$ cat src/rtl/fpencoder_seq_if.sv
// Handshake and operand/result bus of the multicycle IEEE-754 single-precision packer.
interface fpencoder_seq_if #(
    parameter int unsigned MANT_W = 48
);
    logic              in_valid;
    logic              in_ready;
    logic              in_sign;
    logic [9:0]        in_exp;
    logic [MANT_W-1:0] in_mant;
    logic              in_inf;
    logic              in_nan;
    logic              out_valid;
    logic              out_ready;
    logic [31:0]       out_result;
    logic [3:0]        out_flags;

    modport master (
        output in_valid, in_sign, in_exp, in_mant, in_inf, in_nan, out_ready,
        input  in_ready, out_valid, out_result, out_flags
    );

    modport slave (
        input  in_valid, in_sign, in_exp, in_mant, in_inf, in_nan, out_ready,
        output in_ready, out_valid, out_result, out_flags
    );
endinterface

$ cat src/rtl/fpencoder_seq.sv
// Multicycle single-precision packer: bit-serial normalize, round-to-nearest-even, pack + flags.
// Optional gradual underflow (subnormal results) enabled by defining FPENC_DENORM_EN.
module fpencoder_seq #(
    parameter int unsigned MANT_W = 48
) (
    input  logic             clk,
    input  logic             reset,
    fpencoder_seq_if.slave   bus
);
    localparam int unsigned EXP_W  = 12;
    localparam int unsigned FRAC_W = 23;
    localparam int unsigned HID    = MANT_W - 2;
    localparam int unsigned CAR    = MANT_W - 1;
    localparam logic [MANT_W-1:0] LOW_MASK = (MANT_W'(1) << (MANT_W - 26)) - MANT_W'(1);
    localparam logic signed [EXP_W-1:0] EMIN = -12'sd126;
    localparam logic signed [EXP_W-1:0] EMAX = 12'sd127;

    typedef enum logic [1:0] {IDLE, NORM, ROUND, DONE} state_t;

    state_t                    state;
    logic signed [EXP_W-1:0]   exp_q;
    logic [MANT_W-1:0]         mant_q;
    logic                      sticky_q;
    logic                      sign_q;
    logic                      in_ready_q;
    logic                      out_valid_q;
    logic [31:0]               result_q;
    logic [3:0]                flags_q;

    // Rounding datapath, evaluated from the normalized mantissa held in ROUND
    logic [FRAC_W-1:0]         frac_c;
    logic                      guard_c;
    logic                      sticky_all_c;
    logic                      inc_c;
    logic                      inexact_c;
    logic [FRAC_W:0]           frac_sum_c;
    logic                      frac_carry_c;
    logic [FRAC_W-1:0]         frac_rnd_c;
    logic signed [EXP_W-1:0]   exp_rnd_c;
    logic [7:0]                biased_c;
`ifdef FPENC_DENORM_EN
    logic                      hid_rnd_c;
`endif

    always_comb begin
        frac_c       = mant_q[MANT_W-3 -: FRAC_W];
        guard_c      = mant_q[MANT_W-26];
        sticky_all_c = sticky_q | (|(mant_q & LOW_MASK));
        inc_c        = guard_c & (sticky_all_c | frac_c[0]);
        inexact_c    = guard_c | sticky_all_c;
        frac_sum_c   = {1'b0, frac_c} + (FRAC_W+1)'(inc_c);
        frac_carry_c = frac_sum_c[FRAC_W];
        frac_rnd_c   = frac_sum_c[FRAC_W-1:0];
`ifdef FPENC_DENORM_EN
        // A subnormal carry lands in the hidden bit instead of bumping the exponent
        hid_rnd_c    = mant_q[HID] | frac_carry_c;
        exp_rnd_c    = exp_q + EXP_W'(frac_carry_c & mant_q[HID]);
`else
        exp_rnd_c    = exp_q + EXP_W'(frac_carry_c);
`endif
        biased_c     = 8'(exp_rnd_c + 12'sd127);
    end

    always_ff @(posedge clk) begin
        if (reset) begin
            state       <= IDLE;
            exp_q       <= '0;
            mant_q      <= '0;
            sticky_q    <= 1'b0;
            sign_q      <= 1'b0;
            in_ready_q  <= 1'b1;
            out_valid_q <= 1'b0;
            result_q    <= '0;
            flags_q     <= '0;
        end else begin
            case (state)
                IDLE: begin
                    if (bus.in_valid) begin
                        in_ready_q <= 1'b0;
                        if (bus.in_nan) begin
                            result_q    <= 32'h7FC0_0000;
                            flags_q     <= 4'b0000;
                            out_valid_q <= 1'b1;
                            state       <= DONE;
                        end else if (bus.in_inf) begin
                            result_q    <= {bus.in_sign, 8'hFF, 23'd0};
                            flags_q     <= 4'b0000;
                            out_valid_q <= 1'b1;
                            state       <= DONE;
                        end else if (bus.in_mant == '0) begin
                            result_q    <= {bus.in_sign, 31'd0};
                            flags_q     <= 4'b0001;
                            out_valid_q <= 1'b1;
                            state       <= DONE;
                        end else begin
                            sign_q   <= bus.in_sign;
                            exp_q    <= {{2{bus.in_exp[9]}}, bus.in_exp};
                            mant_q   <= bus.in_mant;
                            sticky_q <= 1'b0;
                            state    <= NORM;
                        end
                    end
                end
                NORM: begin
`ifdef FPENC_DENORM_EN
                    if (exp_q < EMIN) begin
                        mant_q   <= mant_q >> 1;
                        sticky_q <= sticky_q | mant_q[0];
                        exp_q    <= exp_q + 12'sd1;
                    end else if (mant_q[CAR]) begin
                        mant_q   <= mant_q >> 1;
                        sticky_q <= sticky_q | mant_q[0];
                        exp_q    <= exp_q + 12'sd1;
                        state    <= ROUND;
                    end else if (mant_q[HID] || exp_q == EMIN) begin
                        state <= ROUND;
                    end else begin
                        mant_q <= mant_q << 1;
                        exp_q  <= exp_q - 12'sd1;
                    end
`else
                    if (mant_q[CAR]) begin
                        mant_q   <= mant_q >> 1;
                        sticky_q <= sticky_q | mant_q[0];
                        exp_q    <= exp_q + 12'sd1;
                        state    <= ROUND;
                    end else if (mant_q[HID] || exp_q < EMIN) begin
                        state <= ROUND;
                    end else begin
                        mant_q <= mant_q << 1;
                        exp_q  <= exp_q - 12'sd1;
                    end
`endif
                end
                ROUND: begin
                    out_valid_q <= 1'b1;
                    state       <= DONE;
                    if (exp_rnd_c > EMAX) begin
                        result_q <= {sign_q, 8'hFF, 23'd0};
                        flags_q  <= 4'b1010;
`ifdef FPENC_DENORM_EN
                    end else begin
                        result_q <= {sign_q, hid_rnd_c ? biased_c : 8'h00, frac_rnd_c};
                        flags_q  <= {1'b0, ~hid_rnd_c & inexact_c, inexact_c,
                                     ~hid_rnd_c & (frac_rnd_c == '0)};
                    end
`else
                    end else if (exp_rnd_c < EMIN) begin
                        result_q <= {sign_q, 31'd0};
                        flags_q  <= 4'b0111;
                    end else begin
                        result_q <= {sign_q, biased_c, frac_rnd_c};
                        flags_q  <= {2'b00, inexact_c, 1'b0};
                    end
`endif
                end
                DONE: begin
                    if (bus.out_ready) begin
                        out_valid_q <= 1'b0;
                        in_ready_q  <= 1'b1;
                        state       <= IDLE;
                    end
                end
                default: state <= IDLE;
            endcase
        end
    end

    assign bus.in_ready   = in_ready_q;
    assign bus.out_valid  = out_valid_q;
    assign bus.out_result = result_q;
    assign bus.out_flags  = flags_q;
endmodule

$ cat src/flat_wrapper.sv
// flat-port wrapper written by rule: the top's interface ports become plain ports
module fpencoder_seq_flat 
#(
    parameter int unsigned MANT_W = 48
)
  (clk, reset, bus_in_valid, bus_in_sign, bus_in_exp, bus_in_mant, bus_in_inf, bus_in_nan, bus_out_ready, bus_in_ready, bus_out_valid, bus_out_result, bus_out_flags);
  fpencoder_seq_if #(.MANT_W(MANT_W)) bus_i ();
  input  logic clk;
  input  logic reset;
  input wire logic [$bits(bus_i.in_valid)-1:0] bus_in_valid;
  input wire logic [$bits(bus_i.in_sign)-1:0] bus_in_sign;
  input wire logic [$bits(bus_i.in_exp)-1:0] bus_in_exp;
  input wire logic [$bits(bus_i.in_mant)-1:0] bus_in_mant;
  input wire logic [$bits(bus_i.in_inf)-1:0] bus_in_inf;
  input wire logic [$bits(bus_i.in_nan)-1:0] bus_in_nan;
  input wire logic [$bits(bus_i.out_ready)-1:0] bus_out_ready;
  output wire logic [$bits(bus_i.in_ready)-1:0] bus_in_ready;
  output wire logic [$bits(bus_i.out_valid)-1:0] bus_out_valid;
  output wire logic [$bits(bus_i.out_result)-1:0] bus_out_result;
  output wire logic [$bits(bus_i.out_flags)-1:0] bus_out_flags;
  assign bus_i.in_valid = bus_in_valid;
  assign bus_i.in_sign = bus_in_sign;
  assign bus_i.in_exp = bus_in_exp;
  assign bus_i.in_mant = bus_in_mant;
  assign bus_i.in_inf = bus_in_inf;
  assign bus_i.in_nan = bus_in_nan;
  assign bus_i.out_ready = bus_out_ready;
  assign bus_in_ready = bus_i.in_ready;
  assign bus_out_valid = bus_i.out_valid;
  assign bus_out_result = bus_i.out_result;
  assign bus_out_flags = bus_i.out_flags;
  fpencoder_seq #(.MANT_W(MANT_W)) u_core (.clk(clk), .reset(reset), .bus(bus_i));
endmodule
$ cat config.mk
export PLATFORM = sky130hd
export DESIGN_NAME = fpencoder_seq_flat
export DESIGN_NICKNAME = d
export VERILOG_FILES = /design/src/rtl/fpencoder_seq_if.sv /design/src/rtl/fpencoder_seq.sv /design/src/flat_wrapper.sv
export SDC_FILE = /design/constraint.sdc
export NUM_CORES = 1
export LEC_CHECK = 0
export CAP_MARGIN = 20
export CELL_PAD_IN_SITES_DETAIL_PLACEMENT = 1
export CELL_PAD_IN_SITES_GLOBAL_PLACEMENT = 1
export CORE_MARGIN = 1.5
export CORE_UTILIZATION = 30
export DETAILED_ROUTE_END_ITERATION = 10
export PLACE_DENSITY_LB_ADDON = 0.12
export SETUP_SLACK_MARGIN = 0.5
export SLEW_MARGIN = 0
export SYNTH_ARGS = -nofsm -noshare
export SYNTH_HDL_FRONTEND = slang
export SYNTH_SLANG_ARGS = --single-unit
$ cat constraint.sdc
create_clock -name clk -period 6.8 [get_ports clk]
set_input_delay 0.68 -clock clk [delete_from_list [all_inputs] [get_ports clk]]
set_output_delay 0.68 -clock clk [all_outputs]
set_load 0.03 [all_outputs]
======== Word-level counts from Yosys, hierarchy flattened ========
Index checks and enable logic that the tools add are counted.
storage, ports and cells
  flip-flop bits (word level) ............. 102
  input bits .............................. 65
  output and inout port bits .............. 38
operators by class
  $add $sub $neg .......................... 5
  magnitude comparators ................... 3
  equality and inequality tests ........... 12
  multiplexer cells ....................... 51
  bitwise gates (word level) .............. 8
  reduce and logical (&&, ||, !) cells .... 16
operators by type and width
  cell                   count
  $mux 48                6
  $mux 32                4
  $pmux 48 s2            1
  $mux 12                6
  $pmux 32 s2            1
  $mux 31                2
  $logic_not 48->1       1
  $add 23x1->24          1
  $lt 12x8->1 const B    2
  $pmux 12 s2            1
  $reduce_or 22->1       1
  $mux 4                 5
  $mux 2                 7
  $add 12x1->12          1
  $add 12x2->12 const B  1
  $gt 12x8->1 const B    1
  $mux 1                 12
  $reduce_and 6->1       2
  $sub 12x2->12 const B  1
  $ne 2x2->1 const B     5
  $reduce_and 5->1       2
  $reduce_and 3->1       3
  $add 8x8->8 const B    1
  $pmux 2 s4             1
  18 further kinds       27

======== Logic depth before layout (Yosys ltp) ========
  word-level depth ........................ 10
  depth in mapped cells ................... 17
  mapped depth without buffers ............ 16

======== Least setup slack after synthesis ========
OpenSTA, ideal clock, no wires.
  kind .................................... reg2reg
  start ................................... reg u_core.mant_q[36]
  end ..................................... reg u_core.flags_q[1], in the netlist u_core.bus.out_flags[1]
  library setup time ...................... 132 ps
  arrival time ............................ 3216 ps
  path slack .............................. 3452 ps
  cell stages (with the launch flop) ...... 17
  cell sequence ........................... dfxtp_1 and3_1 and3_1 nand2_1 nor3_1 nand2_1 nor2_1 ha_1 ha_1 buf_4 nand4_1 a2111oi_0 o2111ai_1 a222oi_1 nor2_1 o41ai_1 a21oi_1
on the way
  cells in the longest elaborated chain, start to end .. 6
  elaborated cells between the ends (all ways) .. 7
  classes of those cells .................. add/sub: 2; order compare: 2; mux: 3
RTL lines
  item                    line                  source
  from (decl)             fpencoder_seq.sv:22   logic [MANT_W-1:0] mant_q;
  from (signal assigned)  fpencoder_seq.sv:98   mant_q <= bus.in_mant;
  from (signal assigned)  fpencoder_seq.sv:123  mant_q <= mant_q >> 1;
  from (signal assigned)  fpencoder_seq.sv:130  mant_q <= mant_q << 1;
  $add 23x1->24 (*)       fpencoder_seq.sv:51   frac_sum_c = {1'b0, frac_c} + (FRAC_W+1)'(inc_c);
  $add 12x1->12 (*)       fpencoder_seq.sv:59   exp_rnd_c = exp_q + EXP_W'(frac_carry_c);
  $lt 12x8->1             fpencoder_seq.sv:148  end else if (exp_rnd_c < EMIN) begin
  $mux 3                  fpencoder_seq.sv:148
  $mux 4 (*)              fpencoder_seq.sv:138  if (exp_rnd_c > EMAX) begin
  $pmux 4 s2 (*)          fpencoder_seq.sv:76   case (state)
  to (signal assigned)    fpencoder_seq.sv:153  flags_q <= {2'b00, inexact_c, 1'b0};
  to (decl)               fpencoder_seq.sv:28   logic [3:0] flags_q;
Mark *: on every way between the ends. The rest lies on a longest branch, timed or not.
A chain may end at the register's enable or synchronous reset.

======== Worst setup path in the final report ========
  start ................................... reg u_core.mant_q[22]
  end ..................................... reg u_core.result_q[2], in the netlist u_core.bus.out_result[2]
on the way
  cells in the longest elaborated chain, start to end .. 7
  elaborated cells between the ends (all ways) .. 8
  classes of those cells .................. add/sub: 2; order compare: 2; mux: 3; bitwise: 1
RTL lines
  item                  line                  source
  $and 1x1->1 (*)       fpencoder_seq.sv:49   inc_c = guard_c & (sticky_all_c | frac_c[0]);
  $add 23x1->24 (*)     fpencoder_seq.sv:51
  $add 12x1->12         fpencoder_seq.sv:59
  $lt 12x8->1           fpencoder_seq.sv:148
  $mux 31               fpencoder_seq.sv:148
  $mux 31 (*)           fpencoder_seq.sv:138
  $pmux 32 s2 (*)       fpencoder_seq.sv:76
  to (signal assigned)  fpencoder_seq.sv:139  result_q <= {sign_q, 8'hFF, 23'd0};
  to (signal assigned)  fpencoder_seq.sv:149  result_q <= {sign_q, 31'd0};
  to (signal assigned)  fpencoder_seq.sv:152  result_q <= {sign_q, biased_c, frac_rnd_c};
  to (decl)             fpencoder_seq.sv:27   logic [31:0] result_q;
Marked as above.

==> reports/summary.md <==
## Outcome
* run status: finished clean

## Detailed routing
* via total after detailed routing: 6029
* average wire length per cell after detail routing: 18.6 um
* WL met2: 9280 um
* antenna-violating nets left: 0
* DR pass1 iterations: 5
* top layer reached by signal wires: met4
* vias per cell: 5.34
* DR WL met3: 745 um
* DR iter-0 viols: 276
* aggregate routed wire length: 20900 um
* DRC violation count after routing: 0
* met1 wire length: 10700 um

## Setup path
* Largest delay share family, worst path: simple AND/OR/NAND/NOR gates
* data arrival time of the critical path: 5270 ps
* startpoint-to-endpoint class of the critical path: reg -> reg
* count of buffer and inverter cells on the critical path: 0
* slowest stage delay, CP: 590 ps
* required time at the worst-slack endpoint: 7070 ps
* critical path fanouts, max: 22
* list of cells traversed by the critical path: and2_1 -> and3_1 -> and2_1 -> nand4_1 -> nor2_1 -> ha_1 -> ha_1 -> nand4_1 -> a2111oi_0 -> o2111ai_1 -> a222oi_1 -> o21a_2 -> nand2_1 -> o21ai_0
* critical path's slowest cell: sky130_fd_sc_hd__a2111oi_0
* endpoint type of the worst setup path: register
* element type at the critical path start: register

## Floorplan
* die outline height: 148 um
* core footprint: 20400 um^2
* Initial Util: 30.8%
* number of rows created at floorplan: 52
* top-level I/O count: 103
* overall die width: 148 um
* die footprint: 21900 um^2

## Final layout
* fin util: 38.0%
* most common library cell in the layout ignoring fill and taps: sky130_fd_sc_hd__nand2_1
* P&R area growth vs syn: 23.3%
* commonest cells after routing, fill and taps aside: 145 x sky130_fd_sc_hd__nand2_1, 101 x sky130_fd_sc_hd__clkdlybuf4s50_1, 101 x sky130_fd_sc_hd__dfxtp_1, 66 x sky130_fd_sc_hd__a21oi_1
* diode count: 0
* number of inserted filler cells in the final layout: 2459
* total area of multi-input combinational cells: 3930 um^2
* sequential cell area in the final layout: 2040 um^2
* fraction of layout instances using a drive strength above 1: 4.77%
* total number of nets in the final design: 940

## Clock network
* post-CTS clock slew at the launch and capture registers of the worst setup and hold paths: 80 ps
* TritonCTS clock tree: done
* number of buffers inserted during clock tree synthesis: 9
* clock root buffer master: sky130_fd_sc_hd__clkbuf_16
* Resized cells post-CTS: 0
* H-tree levels: 3
* Clk Latency, worst-skew pair: 350 ps
* number of buffers on the longest clock path: 2
* # Post-CTS Setup Buffers: 0
* Clock Sinks: 102
* count of hold buffers inserted by post-cts repair: 0

## Yosys
* number of storage elements in the synthesis netlist: 102
* FFs w/ async S/R, synth: 0%
* biggest area consumer among synthesized cells: sky130_fd_sc_hd__dfxtp_1
* Distinct cells, synth: 64
* number of synthesized flops with an enable pin: 0
* cell types occupying the most area after synthesis: sky130_fd_sc_hd__dfxtp_1 32%, sky130_fd_sc_hd__nand2_1 8.6%, sky130_fd_sc_hd__mux2i_1 7.9%, sky130_fd_sc_hd__o211ai_1 6.0%, sky130_fd_sc_hd__a21oi_1 5.2%
* Synth Net Count: 877
* fraction of the yosys area taken by sequential cells: 32.4%
* warning count from the yosys run: 0
* most used flip-flop cell after synthesis: sky130_fd_sc_hd__dfxtp_1
* post-synthesis instance area: 6300 um^2
* Cells after Synth: 791
* Syn Area/Cell: 7.96 um^2
* share of the synthesized area in the top cell type: 32.4%

## Global routing
* maximum number of pins on one net before global-route repair: 80
* GR Util All Layers: 19.2%
* grt ovf: 0
* initial antenna violation count: 0
* wire length of the first global-routing pass: 33400 um
* vias in the first global route: 6050

## STA
* unrepaired setup endpoints after global routing: no
* final sum of negative setup slack: 0 ps
* largest clock skew in the final design: 9.07 ps
* number of max-slew violations in the final report: 0
* slew margin rel.: 41.1%
* highest clock frequency the design can meet: 200 MHz
* post-layout min period: 4990 ps
* Tightest Pin Transition: 881 ps
* Setup Viol. Count Final: 0
* number of failing hold endpoints at the final stage: 0
* Tcrit/Tclk final: 73.4%

## Place
* count of input and output buffers: 102
* final weighted congestion of routability-driven global placement: 0.756
* Detailed Place HPWL: 15200 um

## Pwr
* power density over cell area: 407 nW/um^2
* Leakage Power: 2.47 nW
* worst vdd rail ir drop: 147 uV

## Min path
* worst min path class: reg -> reg

## Flow run
* max-cap violation count: 0

==> layout make-up <==
| cell class | count | area share (%) |
|---|---|---|
| Clock inverter | 6 | 1.19 |
| Inverter | 20 | 0.967 |
| Tap cell | 270 | 4.35 |
| Timing Repair Buffer | 108 | 13.7 |
| Sequential cell | 102 | 26.3 |
| Clock buffer | 10 | 2.95 |
| Multi-Input combinational cell | 613 | 50.6 |
==> per-stage QoR <==
stage / cells / power, mW / cell area (um^2) / hold WS (ps) / worst slack (ps)
finish: 1129 / 3.16 / 7760 / 445 / 1810
global route: 1129 / 3.40 / 7760 / 475 / 1350
CTS: 1129 / 3.18 / 7760 / 451 / 1810
detailed placement: 1113 / 2.59 / 7440 / 441 / 1850
global placement: 1113 / 2.54 / 7440 / 441 / 2030
floorplan: 791 / 2.12 / 6300 / 441 / 3450
==> flip-flops by register name, summed over array words and instances (netlist names) <==
name,flops
u_core.bus.out_valid,1
u_core.bus.in_ready,1
u_core.exp_q,12
u_core.bus.out_result,32
u_core.mant_q,48
u_core.sticky_q,1
u_core.state,2
u_core.sign_q,1
u_core.bus.out_flags,4
==> cell families after synthesis <==
family / Yosys count / share of synthesized area, %
flops: 102 / 32.4
fa+ha+maj: 21 / 4.29
simple gates: 285 / 20.5
compound gates: 215 / 23.4
mux: 50 / 7.95
buf+inv: 76 / 5.56
xor+xnor: 42 / 5.84
==> worst min-delay path: stages (launching register included) <==
cell	delay (ps)
sky130_fd_sc_hd__dfxtp_1	310
sky130_fd_sc_hd__nand2_1	50
sky130_fd_sc_hd__o21ai_1	50
==> power by group <==
| part | internal, mW | switching [mW] | total (mW) |
|---|---|---|---|
| sequential | 0.739 | 0.201 | 0.940 |
| combinational | 0.642 | 1.00 | 1.64 |
| clock | 0.326 | 0.249 | 0.575 |
==> path summary, 6_finish.rpt <==
kind / end / cells after the start / slack, ps / from
setup reg to reg: u_core.bus.out_result[2] / 14 / 1810 / u_core.mant_q[22]
setup / recovery: u_core.bus.out_result[2] / 14 / 1810 / u_core.mant_q[22]
hold reg to reg: u_core.bus.out_result[18] / 2 / 440 / u_core.bus.out_result[18]
hold / removal: u_core.bus.out_result[18] / 2 / 440 / u_core.bus.out_result[18]
==> synth_stat cells (7+ instances only) <==
master	n
sky130_fd_sc_hd__nand2_1	145
sky130_fd_sc_hd__dfxtp_1	102
sky130_fd_sc_hd__a21oi_1	66
sky130_fd_sc_hd__mux2i_1	50
sky130_fd_sc_hd__o211ai_1	50
sky130_fd_sc_hd__nor2_1	48
sky130_fd_sc_hd__clkbuf_1	36
sky130_fd_sc_hd__xnor2_1	28
sky130_fd_sc_hd__ha_1	20
sky130_fd_sc_hd__inv_1	20
sky130_fd_sc_hd__nor4_1	19
sky130_fd_sc_hd__o21ai_1	19
sky130_fd_sc_hd__nand3_1	18
sky130_fd_sc_hd__a211oi_1	14
sky130_fd_sc_hd__xor2_1	14
sky130_fd_sc_hd__nor3_1	11
sky130_fd_sc_hd__o21ai_0	11
sky130_fd_sc_hd__and3_1	10
sky130_fd_sc_hd__nand4_1	9
sky130_fd_sc_hd__buf_4	8
sky130_fd_sc_hd__a211oi_2	7
sky130_fd_sc_hd__a31oi_1	7
sky130_fd_sc_hd__and2_1	7
==> metal layers <==
metal / track usage, % / up-vias
met2: 30.0 / 120
met5: 0 / -
li1: - / 2984
met3: 2.25 / 13
met1: 28.0 / 2912
met4: 4.75 / 0
No activity file was read; power rests on OpenSTA's default activity.
